## src/rtl/servo_adc_sampler_pkg.sv

```systemverilog
// Shared constants and types for the servo current sampler: LTC2308 config words,
// FSM state encoding and burst geometry.
package servo_adc_pkg;

  // S/D O/S S1 S0 UNI SLP: single-ended, unipolar, no sleep
  localparam logic [5:0] CFG_CH0 = 6'b100010;
  localparam logic [5:0] CFG_CH1 = 6'b110010;
  localparam logic [5:0] CFG_CH2 = 6'b100110;
  localparam logic [5:0] CFG_CH3 = 6'b110110;

  localparam int unsigned FRAMES     = 5;
  localparam int unsigned SHIFT_BITS = 12;

  typedef enum logic [2:0] {
    ST_IDLE,
    ST_CONVST,
    ST_CONV_WAIT,
    ST_SHIFT,
    ST_GAP,
    ST_DONE
  } state_t;

  // Frame f programs channel f; the last frame re-sends CH0 as a dummy.
  function automatic logic [5:0] frame_cfg(input logic [2:0] frame);
    case (frame)
      3'd1:    return CFG_CH1;
      3'd2:    return CFG_CH2;
      3'd3:    return CFG_CH3;
      default: return CFG_CH0;
    endcase
  endfunction

endpackage

```

## src/rtl/servo_adc_sampler_if.sv

```systemverilog
// LTC2308 SPI/CONVST bus between the sampler (master) and the ADC (slave).
interface servo_adc_sampler_if;
  logic adc_convst;
  logic adc_sck;
  logic adc_sdi;
  logic adc_sdo;

  modport master (output adc_convst, adc_sck, adc_sdi, input adc_sdo);
  modport slave  (input adc_convst, adc_sck, adc_sdi, output adc_sdo);
endinterface

```

## src/rtl/servo_adc_sampler_spi_frame.sv

```systemverilog
// One LTC2308 SHIFT phase: 12 SCK periods sending a 6-bit config word while
// shifting the previous conversion result in, MSB first.
module servo_adc_spi_frame
  import servo_adc_pkg::*;
#(
  parameter int unsigned SCK_HALF = 2
) (
  input  logic                  clk,
  input  logic                  reset_n,
  input  logic                  start,
  input  logic [5:0]            cfg,
  input  logic                  sdo,
  output logic                  sck,
  output logic                  sdi,
  output logic [SHIFT_BITS-1:0] result,
  output logic                  done
);

  localparam logic [3:0] HALF_LAST   = 4'(SCK_HALF - 1);
  localparam logic [3:0] PERIOD_LAST = 4'(SHIFT_BITS - 1);

  logic       active;
  logic [3:0] half_cnt;
  logic [3:0] period;
  logic [5:0] cfg_sr;
  logic       half_end;

  assign half_end = active && (half_cnt == HALF_LAST);
  // sck doubles as the low/high phase flag of the current period
  assign done     = half_end && sck && (period == PERIOD_LAST);

  always_ff @(posedge clk) begin
    if (!reset_n) begin
      active   <= 1'b0;
      half_cnt <= '0;
      period   <= '0;
      cfg_sr   <= '0;
      sck      <= 1'b0;
      sdi      <= 1'b0;
      result   <= '0;
    end else if (start) begin
      active   <= 1'b1;
      half_cnt <= '0;
      period   <= '0;
      sck      <= 1'b0;
      sdi      <= cfg[5];
      cfg_sr   <= {cfg[4:0], 1'b0};
    end else if (active) begin
      half_cnt <= half_end ? '0 : half_cnt + 4'd1;
      if (half_end) begin
        if (!sck) begin
          sck    <= 1'b1;
          result <= {result[SHIFT_BITS-2:0], sdo};
        end else begin
          sck <= 1'b0;
          if (period == PERIOD_LAST) begin
            active <= 1'b0;
            sdi    <= 1'b0;
          end else begin
            period <= period + 4'd1;
            sdi    <= cfg_sr[5];
            cfg_sr <= {cfg_sr[4:0], 1'b0};
          end
        end
      end
    end
  end

endmodule

```

## src/rtl/servo_adc_sampler.sv

```systemverilog
// Servo phase-current sampler: per trigger, a pipelined 5-frame LTC2308 burst over
// channels 0..3, published atomically with a one-cycle sample_valid.
module servo_adc_sampler
  import servo_adc_pkg::*;
#(
  parameter int unsigned ADC_WIDTH     = 12,
  parameter int unsigned SCK_HALF      = 2,
  parameter int unsigned CONVST_CYCLES = 4,
  parameter int unsigned CONV_CYCLES   = 170,
  parameter int unsigned GAP_CYCLES    = 8
) (
  input  logic                   clk,
  input  logic                   reset_n,
  input  logic                   enable,
  input  logic                   measurement_trigger,
  servo_adc_sampler_if.master    adc,
  output logic [ADC_WIDTH-1:0]   i0,
  output logic [ADC_WIDTH-1:0]   i1,
  output logic [ADC_WIDTH-1:0]   i2,
  output logic [ADC_WIDTH-1:0]   i3,
  output logic                   sample_valid,
  output logic                   busy,
  output logic                   trig_overrun
);

  localparam logic [15:0] CONVST_LAST = 16'(CONVST_CYCLES - 1);
  localparam logic [15:0] CONV_LAST   = 16'(CONV_CYCLES - 1);
  localparam logic [15:0] GAP_LAST    = 16'(GAP_CYCLES - 1);
  localparam logic [2:0]  FRAME_LAST  = 3'(FRAMES - 1);

  state_t                 state, state_next;
  logic [15:0]            cnt, cnt_next;
  logic [2:0]             frame, frame_next;
  logic                   spi_start;
  logic                   spi_done;
  logic [SHIFT_BITS-1:0]  spi_result;
  logic [5:0]             cfg;
  logic                   convst;
  logic                   sck;
  logic                   sdi;
  logic [ADC_WIDTH-1:0]   sh0, sh1, sh2;

  assign cfg            = frame_cfg(frame);
  assign adc.adc_convst = convst;
  assign adc.adc_sck    = sck;
  assign adc.adc_sdi    = sdi;

  servo_adc_spi_frame #(.SCK_HALF(SCK_HALF)) u_spi (
    .clk    (clk),
    .reset_n(reset_n),
    .start  (spi_start),
    .cfg    (cfg),
    .sdo    (adc.adc_sdo),
    .sck    (sck),
    .sdi    (sdi),
    .result (spi_result),
    .done   (spi_done)
  );

  always_comb begin
    state_next = state;
    cnt_next   = cnt + 16'd1;
    frame_next = frame;
    spi_start  = 1'b0;
    case (state)
      ST_IDLE: begin
        cnt_next = '0;
        if (measurement_trigger && enable) begin
          state_next = ST_CONVST;
          frame_next = '0;
        end
      end
      ST_CONVST: if (cnt == CONVST_LAST) begin
        state_next = ST_CONV_WAIT;
        cnt_next   = '0;
      end
      ST_CONV_WAIT: if (cnt == CONV_LAST) begin
        state_next = ST_SHIFT;
        cnt_next   = '0;
        spi_start  = 1'b1;
      end
      ST_SHIFT: begin
        cnt_next = '0;
        if (spi_done) state_next = (frame == FRAME_LAST) ? ST_DONE : ST_GAP;
      end
      ST_GAP: if (cnt == GAP_LAST) begin
        state_next = ST_CONVST;
        cnt_next   = '0;
        frame_next = frame + 3'd1;
      end
      ST_DONE: state_next = ST_IDLE;
      default: state_next = ST_IDLE;
    endcase
  end

  // Outputs are registered from state_next so they line up with the state they describe.
  always_ff @(posedge clk) begin
    if (!reset_n) begin
      state        <= ST_IDLE;
      cnt          <= '0;
      frame        <= '0;
      convst       <= 1'b0;
      busy         <= 1'b0;
      sample_valid <= 1'b0;
      trig_overrun <= 1'b0;
      sh0          <= '0;
      sh1          <= '0;
      sh2          <= '0;
      i0           <= '0;
      i1           <= '0;
      i2           <= '0;
      i3           <= '0;
    end else begin
      state        <= state_next;
      cnt          <= cnt_next;
      frame        <= frame_next;
      convst       <= (state_next == ST_CONVST);
      busy         <= (state_next != ST_IDLE);
      sample_valid <= (state_next == ST_DONE);
      trig_overrun <= measurement_trigger && (state != ST_IDLE);
      if (state == ST_SHIFT && spi_done) begin
        case (frame)
          3'd1: sh0 <= spi_result[ADC_WIDTH-1:0];
          3'd2: sh1 <= spi_result[ADC_WIDTH-1:0];
          3'd3: sh2 <= spi_result[ADC_WIDTH-1:0];
          3'd4: begin
            i0 <= sh0;
            i1 <= sh1;
            i2 <= sh2;
            i3 <= spi_result[ADC_WIDTH-1:0];
          end
          default: ;
        endcase
      end
    end
  end

endmodule

```

## src/flat_wrapper.sv

```systemverilog
// flat-port wrapper written by rule: the top's interface ports become plain ports
module servo_adc_sampler_flat import servo_adc_pkg::*;
#(
  parameter int unsigned ADC_WIDTH     = 12,
  parameter int unsigned SCK_HALF      = 2,
  parameter int unsigned CONVST_CYCLES = 4,
  parameter int unsigned CONV_CYCLES   = 170,
  parameter int unsigned GAP_CYCLES    = 8
)
  (clk, reset_n, enable, measurement_trigger, i0, i1, i2, i3, sample_valid, busy, trig_overrun, adc_adc_convst, adc_adc_sck, adc_adc_sdi, adc_adc_sdo);
  servo_adc_sampler_if adc_i ();
  input  logic clk;
  input  logic reset_n;
  input  logic enable;
  input  logic measurement_trigger;
  output logic [ADC_WIDTH-1:0] i0;
  output logic [ADC_WIDTH-1:0] i1;
  output logic [ADC_WIDTH-1:0] i2;
  output logic [ADC_WIDTH-1:0] i3;
  output logic sample_valid;
  output logic busy;
  output logic trig_overrun;
  output wire logic [$bits(adc_i.adc_convst)-1:0] adc_adc_convst;
  output wire logic [$bits(adc_i.adc_sck)-1:0] adc_adc_sck;
  output wire logic [$bits(adc_i.adc_sdi)-1:0] adc_adc_sdi;
  input wire logic [$bits(adc_i.adc_sdo)-1:0] adc_adc_sdo;
  assign adc_adc_convst = adc_i.adc_convst;
  assign adc_adc_sck = adc_i.adc_sck;
  assign adc_adc_sdi = adc_i.adc_sdi;
  assign adc_i.adc_sdo = adc_adc_sdo;
  servo_adc_sampler #(.ADC_WIDTH(ADC_WIDTH), .SCK_HALF(SCK_HALF), .CONVST_CYCLES(CONVST_CYCLES), .CONV_CYCLES(CONV_CYCLES), .GAP_CYCLES(GAP_CYCLES)) u_core (.clk(clk), .reset_n(reset_n), .enable(enable), .measurement_trigger(measurement_trigger), .adc(adc_i), .i0(i0), .i1(i1), .i2(i2), .i3(i3), .sample_valid(sample_valid), .busy(busy), .trig_overrun(trig_overrun));
endmodule
```

## config.mk

```make
export PLATFORM = sky130hd
export DESIGN_NAME = servo_adc_sampler_flat
export DESIGN_NICKNAME = d
export VERILOG_FILES = /design/src/rtl/servo_adc_sampler_pkg.sv /design/src/rtl/servo_adc_sampler_if.sv /design/src/rtl/servo_adc_sampler_spi_frame.sv /design/src/rtl/servo_adc_sampler.sv /design/src/flat_wrapper.sv
export SDC_FILE = /design/constraint.sdc
export NUM_CORES = 1
export LEC_CHECK = 0
export ABC_CLOCK_PERIOD_IN_PS = 2000
export CORE_UTILIZATION = 28
export DETAILED_ROUTE_END_ITERATION = 7
export GPL_ROUTABILITY_DRIVEN = 0
export GPL_TIMING_DRIVEN = 0
export HOLD_SLACK_MARGIN = 0.12
export PLACE_DENSITY_LB_ADDON = 0.15
export SKIP_CTS_REPAIR_TIMING = 1
export SYNTH_ARGS = -nofsm -noshare
export SYNTH_HDL_FRONTEND = slang
export SYNTH_SLANG_ARGS = --single-unit
```

## constraint.sdc

```tcl
create_clock -name clk -period 2 [get_ports clk]
set_input_delay 0.4 -clock clk [delete_from_list [all_inputs] [get_ports clk]]
set_output_delay 0.4 -clock clk [all_outputs]
set_load 0.02 [all_outputs]
```

[Word-level counts from Yosys, hierarchy flattened]
Index checks and enable logic that the tools add are counted.
Storage, ports and cells
  flip-flop bits (word level): 138
  input port bits: 5
  output and inout port bits: 54
  logic and storage cells: 106
Operators by class
  add/sub/neg operators: 4
  eq/ne operators: 18
  multiplexer cells: 34
  bitwise gates (word level): 4
  reductions and logical operators: 25
Operators by type and width (number)
  16-bit case mux with 4 select lines: 1
  16-bit two-way mux: 3
  6-bit two-way mux: 5
  3-bit two-way mux: 7
  16-bit by 1-bit adder with 16-bit output, second input constant: 1
  16-bit by 2-bit == test with 1-bit output, second input constant: 1
  16-bit by 3-bit == test with 1-bit output, second input constant: 1
  16-bit by 8-bit == test with 1-bit output, second input constant: 1
  3-bit case mux with 5 select lines: 1
  5-bit case mux with 3 select lines: 1
  1-bit two-way mux: 14
  3-bit by 2-bit == test with 1-bit output, second input constant: 4
  4-bit AND reduction: 3
  2-bit AND reduction: 5
  3-bit by 1-bit == test with 1-bit output, second input constant: 3
  3-bit == test, second input constant: 3
  4-bit by 1-bit adder with 4-bit output, second input constant: 2
  2-bit nonzero test: 4
  1-bit logical AND: 6
  2-bit by 1-bit inequality test with 1-bit output, second input constant: 3
  3-bit case mux with 2 select lines: 1
  3-bit AND reduction: 2
  3-bit nonzero test: 2
  4-bit by 1-bit == test with 1-bit output, second input constant: 1
  6 further kinds: 10

[Logic depth before layout (Yosys ltp)]
Gate-level depths: netlist of run 1.
  word-level depth: 7
  gate-level depth with buffers: 9
  gate-level depth less buffers: 7

[Hierarchy]
A second synthesis of run 1 with hierarchy kept.
Second synthesis, totals
  cell total of the unflattened synthesis: 648
  area total of the unflattened synthesis: 5740.5 um^2
By module, submodules not included
  servo_adc_sampler: times used 1, cells each 500, area an instance 4473.0 um^2, seq. area each 2202.1 um^2
  servo_adc_spi_frame: times used 1, cells each 148, area an instance 1267.5 um^2, seq. area each 560.5 um^2

[Worst setup path after synthesis of run 1]
No wires, ideal clock.
  path kind: register to register
  from: register u_core.u_spi.sck
  to: register u_core.i0[11]
  library setup time: 132 ps
  data arrival time: 1663 ps
  data required time: 1868 ps
  path slack: 205 ps
  cell stages (with the launch flop): 8
  buffers on the path: 2
  period minus slack after synthesis: 1795 ps
  cell sequence: dfxtp_1 > inv_1 > nor4_4 > nand3_1 > buf_2 > buf_2 > nand2_1 > a21oi_1
Between the ends
  cells in the longest elaborated chain, start to end: 4
RTL lines
  from (decl): line servo_adc_sampler_spi_frame.sv:13  | output logic sck,
  from (signal assigned): line servo_adc_sampler_spi_frame.sv:38  | sck <= 1'b0;
  from (signal assigned): line servo_adc_sampler_spi_frame.sv:45  | sck <= 1'b0;
  from (signal assigned): line servo_adc_sampler_spi_frame.sv:52  | sck <= 1'b1;
  1-bit logical AND (2 in series): line servo_adc_sampler_spi_frame.sv:30  | assign done = half_end && sck && (period == PERIOD_LAST);
  1-bit logical AND: line servo_adc_sampler.sv:121  | if (state == ST_SHIFT && spi_done) begin
  2-bit AND reduction (no source line)
  to (signal assigned): line servo_adc_sampler.sv:109  | i0 <= '0;
  to (signal assigned): line servo_adc_sampler.sv:127  | i0 <= sh0;
  to (decl): line servo_adc_sampler.sv:17  | output logic [ADC_WIDTH-1:0] i0,
Every way passes these cells.
A chain may end at the register's enable or synchronous reset.

[Final worst setup path of run 1]
  from: register u_core.u_spi.half_cnt[1]
  to: register u_core.i3[2]
Between the ends
  cells in the longest elaborated chain, start to end: 6
RTL lines
  from (decl): line servo_adc_sampler_spi_frame.sv:23  | logic [3:0] half_cnt;
  from (signal assigned): line servo_adc_sampler_spi_frame.sv:49  | half_cnt <= half_end ? '0 : half_cnt + 4'd1;
  4-bit by 1-bit == test with 1-bit output: line servo_adc_sampler_spi_frame.sv:28  | assign half_end = active && (half_cnt == HALF_LAST);
  1-bit logical AND: line servo_adc_sampler_spi_frame.sv:28
  1-bit logical AND (2 in series): line servo_adc_sampler_spi_frame.sv:30
  1-bit logical AND: line servo_adc_sampler.sv:121
  2-bit AND reduction (no source line)
  to (signal assigned): line servo_adc_sampler.sv:130  | i3 <= spi_result[ADC_WIDTH-1:0];
  to (decl): line servo_adc_sampler.sv:20  | output logic [ADC_WIDTH-1:0] i3,
Every way passes these cells.

==> results of run 1 <==
-- cell usage in the layout, fill, tap and decap left out, types with 3 or more instances in the layout --
cell type / netlist / layout
a21oi_1: 92 / 92
a31oi_1: 3 / 3
and4_1: 4 / 4
buf_2: 10 / 4
buf_4: 1 / 17
buf_6: 2 / 9
bufinv_16: 0 / 4
clkbuf_1: 24 / 18
clkbuf_16: 0 / 17
clkbuf_2: 1 / 4
clkdlybuf4s50_1: 0 / 56
clkinv_4: 0 / 3
dfxtp_1: 137 / 130
dfxtp_2: 0 / 7
ha_1: 10 / 8
inv_1: 8 / 8
inv_6: 0 / 4
mux2i_1: 18 / 18
nand2_1: 184 / 184
nand3_1: 15 / 12
nand4_1: 8 / 8
nor2_1: 48 / 47
nor2b_1: 6 / 5
nor3_1: 4 / 3
nor4_4: 3 / 3
xnor2_1: 3 / 3
xor2_1: 16 / 16
-- per-stage QoR --
step | power (uW) | hold WS [ps]
after floorplan | 2860 | 429
after global placement | 2900 | 444
after detailed placement | 2910 | 445
after CTS | 6250 | 386
after global routing | 6370 | 428
final | 6170 | 419
-- cell type report --
cell class / count / area [um^2] / share of cell area, %
Buffer: 38 / 231 / 3.26
Clock buffer: 19 / 433 / 6.09
Clock inverter: 13 / 191 / 2.69
Inverter: 8 / 30.0 / 0.422
Multi-Input combinational cell: 447 / 2490 / 35.1
Sequential cell: 137 / 2750 / 38.7
Tap cell: 234 / 293 / 4.12
Timing Repair Buffer: 71 / 686 / 9.64
-- power groups by stage --
stage / sequential [uW] / combinational, uW / clock, uW
4_1_cts: 2740 / 108 / 3400
3_3_place_gp: 2800 / 106 / 0
5_1_grt: 2740 / 119 / 3520
2_1_floorplan: 2800 / 62.1 / 0
6_report: 2740 / 108 / 3330
3_5_place_dp: 2800 / 108 / 0
-- tightest hold or removal path, stage by stage --
cell      delay (ps)
clkbuf_1         230
nand2_1          140
nor2_1            30
-- registers in the layout, summed over array words and instances, names as in the netlist, 3 cells and up --
signal                 flops
u_core.sh0                12
u_core.u_spi.half_cnt      4
u_core.i0                 12
u_core.u_spi.period        4
u_core.i2                 12
u_core.frame               3
u_core.u_spi.result       12
u_core.u_spi.cfg_sr        4
u_core.cnt                16
u_core.sh2                12
u_core.sh1                12
u_core.i3                 12
u_core.i1                 12
u_core.state               3
-- per-layer routing --
| layer | track usage (%) | wire length (um) |
|---|---|---|
| met1 | 19.2 | 6710 |
| met2 | 22.2 | 5990 |
| met3 | 3.73 | 661 |
| met4 | 6.42 | 192 |
| met5 | 0 | 0 |
-- how the worst max path moves through the flow --
stage	from	endpoint	slack, ps	cells after the start
6_report	u_core.u_spi.half_cnt[1]$_SDFFE_PP0P_	u_core.i3[2]$_SDFFE_PN0P_	40	9
5_1_grt	u_core.cnt[7]$_SDFF_PN0_	u_core.u_spi.result[0]$_SDFFE_PN0P_	-50	6
4_1_cts	u_core.state[2]$_SDFF_PN0_	u_core.i2[11]$_SDFFE_PN0P_	-380	8
3_5_place_dp	u_core.state[2]$_SDFF_PN0_	u_core.i3[2]$_SDFFE_PN0P_	-350	8
3_3_place_gp	u_core.state[2]$_SDFF_PN0_	u_core.i3[2]$_SDFFE_PN0P_	-330	8
2_1_floorplan	u_core.u_spi.sck$_SDFFE_PP0P_	u_core.i0[11]$_SDFFE_PN0P_	200	7
-- cell families (layout without fill, tap and decap cells) --
family	count (synthesis)	count (layout)	share of synthesized area [%]
compound gates	106	106	10.9
fa+ha+maj	10	10	2.34
buf+inv	46	149	3.83
simple gates	293	293	25.0
mux	19	19	3.58
xor+xnor	19	19	3.11
flops	137	137	51.3
==> run metrics, run 1 <==
run status=finished, final reports clean; Clock power frac=53.9%; Startpoint Class=flop; Layout area overhead=32.9%; Vias=4407; Slew @ Worst Pin=559 ps; post-layout min period=a little under 2000 ps; clk_skew=14.3 ps; GR Util All Layers=14.5%; Synth area leader=dfxtp_1; Main synth FF type=dfxtp_1; DR DRC count=0; I/O Buffers=between 50 and 60; Slew headroom=62.4%; post-route design area=0.00711 mm^2; CTS tree=done; DP Area=0.00621 mm^2; data arrival time of the worst path=2250 ps; EDFF count, synth=0; Hold Fails Final Rpt=0; Slew Limit Fails=0; type of the worst min-delay path=in -> reg; mean routed wirelength per cell=14.0 um; class of the most critical setup path=reg -> reg; dpl ws=-351 ps; combinational power share=1.8%; launching point of the worst reg2reg path=u_core.u_spi.half_cnt[1]$_SDFFE_PP0P_; Cell Count, Final, Fillers Out=967; # IOs=59; core area=~0.019 mm^2; Syn Nets=645; number of DRC markers in iteration 0=slightly above 200; Netlist Area Pre-Place=0.00535 mm^2; dpl cells=921; Overflow after GRT=0; drt total wl=13600 um; H-tree Lvls=4; Starting Density=28.6%; CTS sink count=137; CTS Buf Count=17; clock-pin slew on the worst setup and hold paths=around 60 ps; Yosys top cell area share=51.3%; critical-path cell list=inv_1, ha_2, nand4bb_4, nor4_4, nand3_2, buf_6, buf_4, nand2_1, a21oi_1; Commonest cells post-synth=184 x nand2_1, 137 x dfxtp_1, 92 x a21oi_1, 48 x nor2_1, 24 x clkbuf_1; cells after synthesis=630; most common cell in the netlist=nand2_1; Max FO, Critical Path=10; delay-heaviest family, CP=simple AND/OR/NAND/NOR gates; DP Wirelength=9490 um; num rows=50; fmax=511 MHz; vias in the first global route=4300; count of cell types in the netlist=46; R2R cell count=9; maximum root-to-sink buffer count=2; Routed Antenna Nets=0; hold path depth=3; Static Leakage=0.00257 uW; sink of the worst hold path=u_core.trig_overrun$_SDFF_PN0_; Worst VDD drop=0.608 mV; asr flop ratio synth=0%; slowest stage delay, CP=around 420 ps; fin crit share=97.9%; power density over the cells=868 mW/mm^2; CP Capture Type=flop; ranking of synthesized cells by area=dfxtp_1 51%, nand2_1 13%, a21oi_1 8.6%; flops & latches, synth=137; vias per cell=4.56; CTS root buf=clkbuf_16; post-route setup slack=42.3 ps; layout net count=~740; Horiz. Die Dim=approximately 140 um; number of diodes=0; largest net degree at the start of global routing=17; initial antenna violation count=0; net switching power=1300 uW; origin of the worst min-delay path=reset_n; worst path required time=2290 ps; first-pass GRT wire length=roughly 22000 um; share of cells above drive strength 1=13.4%; Internal=4870 uW; Synth Area per Inst=8.49 um^2; Crit-path slowest cell=nor4_4; Skew-Pair Late Insertion Delay=around 430 ps; Max Cap Viol=0; power share of the sequential group=44.3%; Final setup viols=0; die area=0.0197 mm^2; Chip Height=140 um; Sw Ratio=21.1%; r2r setup slk=roughly 42 ps; drt first pass iters=5; YS warnings=0; Setup TNS=0 ps; crit path buf inv count=3; # fillers=1862; Seq/Total Area, Yosys=roughly half; reg2reg end=u_core.i3[2]$_SDFFE_PN0P_; post-layout util=a little under two fifths; RSZ-0062 raised after global routing=yes
No activity file was read; power rests on OpenSTA's default activity.
==> inputs of run 2 (changes only) <==
==> constraint.sdc (replaced) <==
create_clock -name clk -period 2 [get_ports clk]
set_input_delay 0.4 -clock clk [delete_from_list [all_inputs] [get_ports clk]]
set_output_delay 0.4 -clock clk [all_outputs]
set_load 0.005 [all_outputs]
==> run 2 against run 1 <==
Against the previous run:
- count of clock-buffer cells in the layout unchanged
- die area stayed put
- power about the same
- via count about the same
- clock power is essentially flat
- clock skew decreased by 4.1 ps
- cell count stayed put
- largest cell class unchanged
- final area hardly changed
- non-clock buffer count stayed put
- routed wire length shrank 0.18%
- fmax about the same
- critical path type unchanged
==> run metrics, run 2 (same netlist as run 1, synthesis figures left out) <==
share of cells above drive strength 1=13.4%; Static Leakage=between 0.002 and 0.003 uW; Final setup viols=0; max reg flops=16; slowest stage delay, CP=420 ps; CTS Buf Count=17; maximum root-to-sink buffer count=2; post-route setup slack=approximately 43 ps; Layout area overhead=32.8%; GR Util All Layers=approximately 15%; Hold Fails Final Rpt=0; number of diodes=0; Startpoint Class=flop; vias per cell=4.56; commonest cells after routing, fill and taps aside=184 x nand2_1, 130 x dfxtp_1, 92 x a21oi_1, 57 x clkdlybuf4s50_1, 47 x nor2_1; worst path required time=2290 ps; mean routed wirelength per cell=14.0 um; critical-path cell list=inv_1, ha_2, nand4bb_4, nor4_4, nand3_2, buf_6, buf_4, nand2_1, a21oi_1; Skew-Pair Late Insertion Delay=430 ps; Horiz. Die Dim=140 um; core area=0.0187 mm^2; Routed Antenna Nets=0; R2R cell count=9; H-tree Lvls=4; Cell Count, Final, Fillers Out=a little under 1000; Slew @ Worst Pin=579 ps; CTS sink count=137; Starting Density=28.6%; # IOs=59; power density over the cells=868 mW/mm^2; Largest Register=u_core.cnt; Max FO, Critical Path=10; Slew Limit Fails=0; CTS tree=done; class of the most critical setup path=reg -> reg; Slew headroom=61.0%; Overflow after GRT=0; clk_skew=10.2 ps; die area=0.0197 mm^2; CTS root buf=clkbuf_16; Max Cap Viol=0; hold path depth=3; vias in the first global route=4300; drt total wl=13500 um; drt first pass iters=4; RSZ-0062 raised after global routing=yes; dpl cells=921; dpl ws=-351 ps; largest net degree at the start of global routing=17; Chip Height=140 um; Crit-path slowest cell=nor4_4; data arrival time of the worst path=2250 ps; commonest non-fill, non-tap cell in the layout=nand2_1; run status=finished, final reports clean; clock-pin slew on the worst setup and hold paths=60 ps; initial antenna violation count=0; fin crit share=97.8%; fmax=511 MHz; number of DRC markers in iteration 0=between 150 and 200; type of the worst min-delay path=in -> reg; CP Capture Type=flop; DR DRC count=0; layout net count=735; DP Wirelength=9490 um; Vias=4406; num rows=50; post-layout min period=slightly below 2000 ps; first-pass GRT wire length=22000 um; Worst VDD drop=around 0.61 mV; I/O Buffers=57
==> run 2: cell count changes in the layout (fill, tap and decap cells not counted) <==
cell / change
clkdlybuf4s50_1: +1
dlymetal6s2s_1: -1
==> run 2: cell type report <==
cell class | instances | area, um^2
Buffer | 38 | 231
Clock inverter | 13 | 191
Inverter | 8 | 30.0
Clock buffer | 19 | 433
Tap cell | 234 | 293
Fill cell | 1863 | 11600
Sequential cell | 137 | 2750
Multi-Input combinational cell | 447 | 2490
Timing Repair Buffer | 71 | 683
==> run 2: critical path, delay by kind of cell (launching register included) <==
kind                       cells  cell delay [ps]
and+or+nand+nor                4              830
buffers and inverters          3              390
DFF                            1              330
adders and majority gates      1              200
AOI/OAI and AO/OA              1               60
==> run 2: metal layers <==
metal | track usage (%) | share of wire, % | vias up
li1 | - | - | 2269
met1 | 19.2 | 49 | 2037
met2 | 22.2 | 44 | 80
met3 | 3.73 | 4.6 | 20
met4 | 6.42 | 1.9 | 0
met5 | 0 | 0 | -
==> run 2: path summary, 6_finish.rpt <==
path / end / startpoint / slack (ps)
setup / recovery: u_core.i3[2]$_SDFFE_PN0P_ / u_core.u_spi.half_cnt[1]$_SDFFE_PP0P_ / 40
hold / removal: u_core.trig_overrun$_SDFF_PN0_ / reset_n / 420
setup reg to reg: u_core.i3[2]$_SDFFE_PN0P_ / u_core.u_spi.half_cnt[1]$_SDFFE_PP0P_ / 40
hold reg to reg: u_core.i1[3]$_SDFFE_PN0P_ / u_core.i1[3]$_SDFFE_PN0P_ / 450
==> run 2: per-stage QoR <==
stage	power (uW)	util (%)	setup TNS (ps)	instance area, um^2	hold slack, ps
after floorplan	2860	-	0	5350	429
after global placement	2900	33.2	-12460	6210	444
after detailed placement	2900	33.2	-13420	6210	445
after CTS	6240	36.6	-14870	6840	386
after global routing	6370	38.0	-1320	7110	428
final	6170	38.0	0	7110	419
==> run 2: report_power, final <==
part | switching, uW | internal, uW | leakage [uW]
sequential | 2.11 | 2730 | 0.00111
combinational | 71.5 | 32.4 | 0.00114
clock | 1230 | 2100 | 0.000307
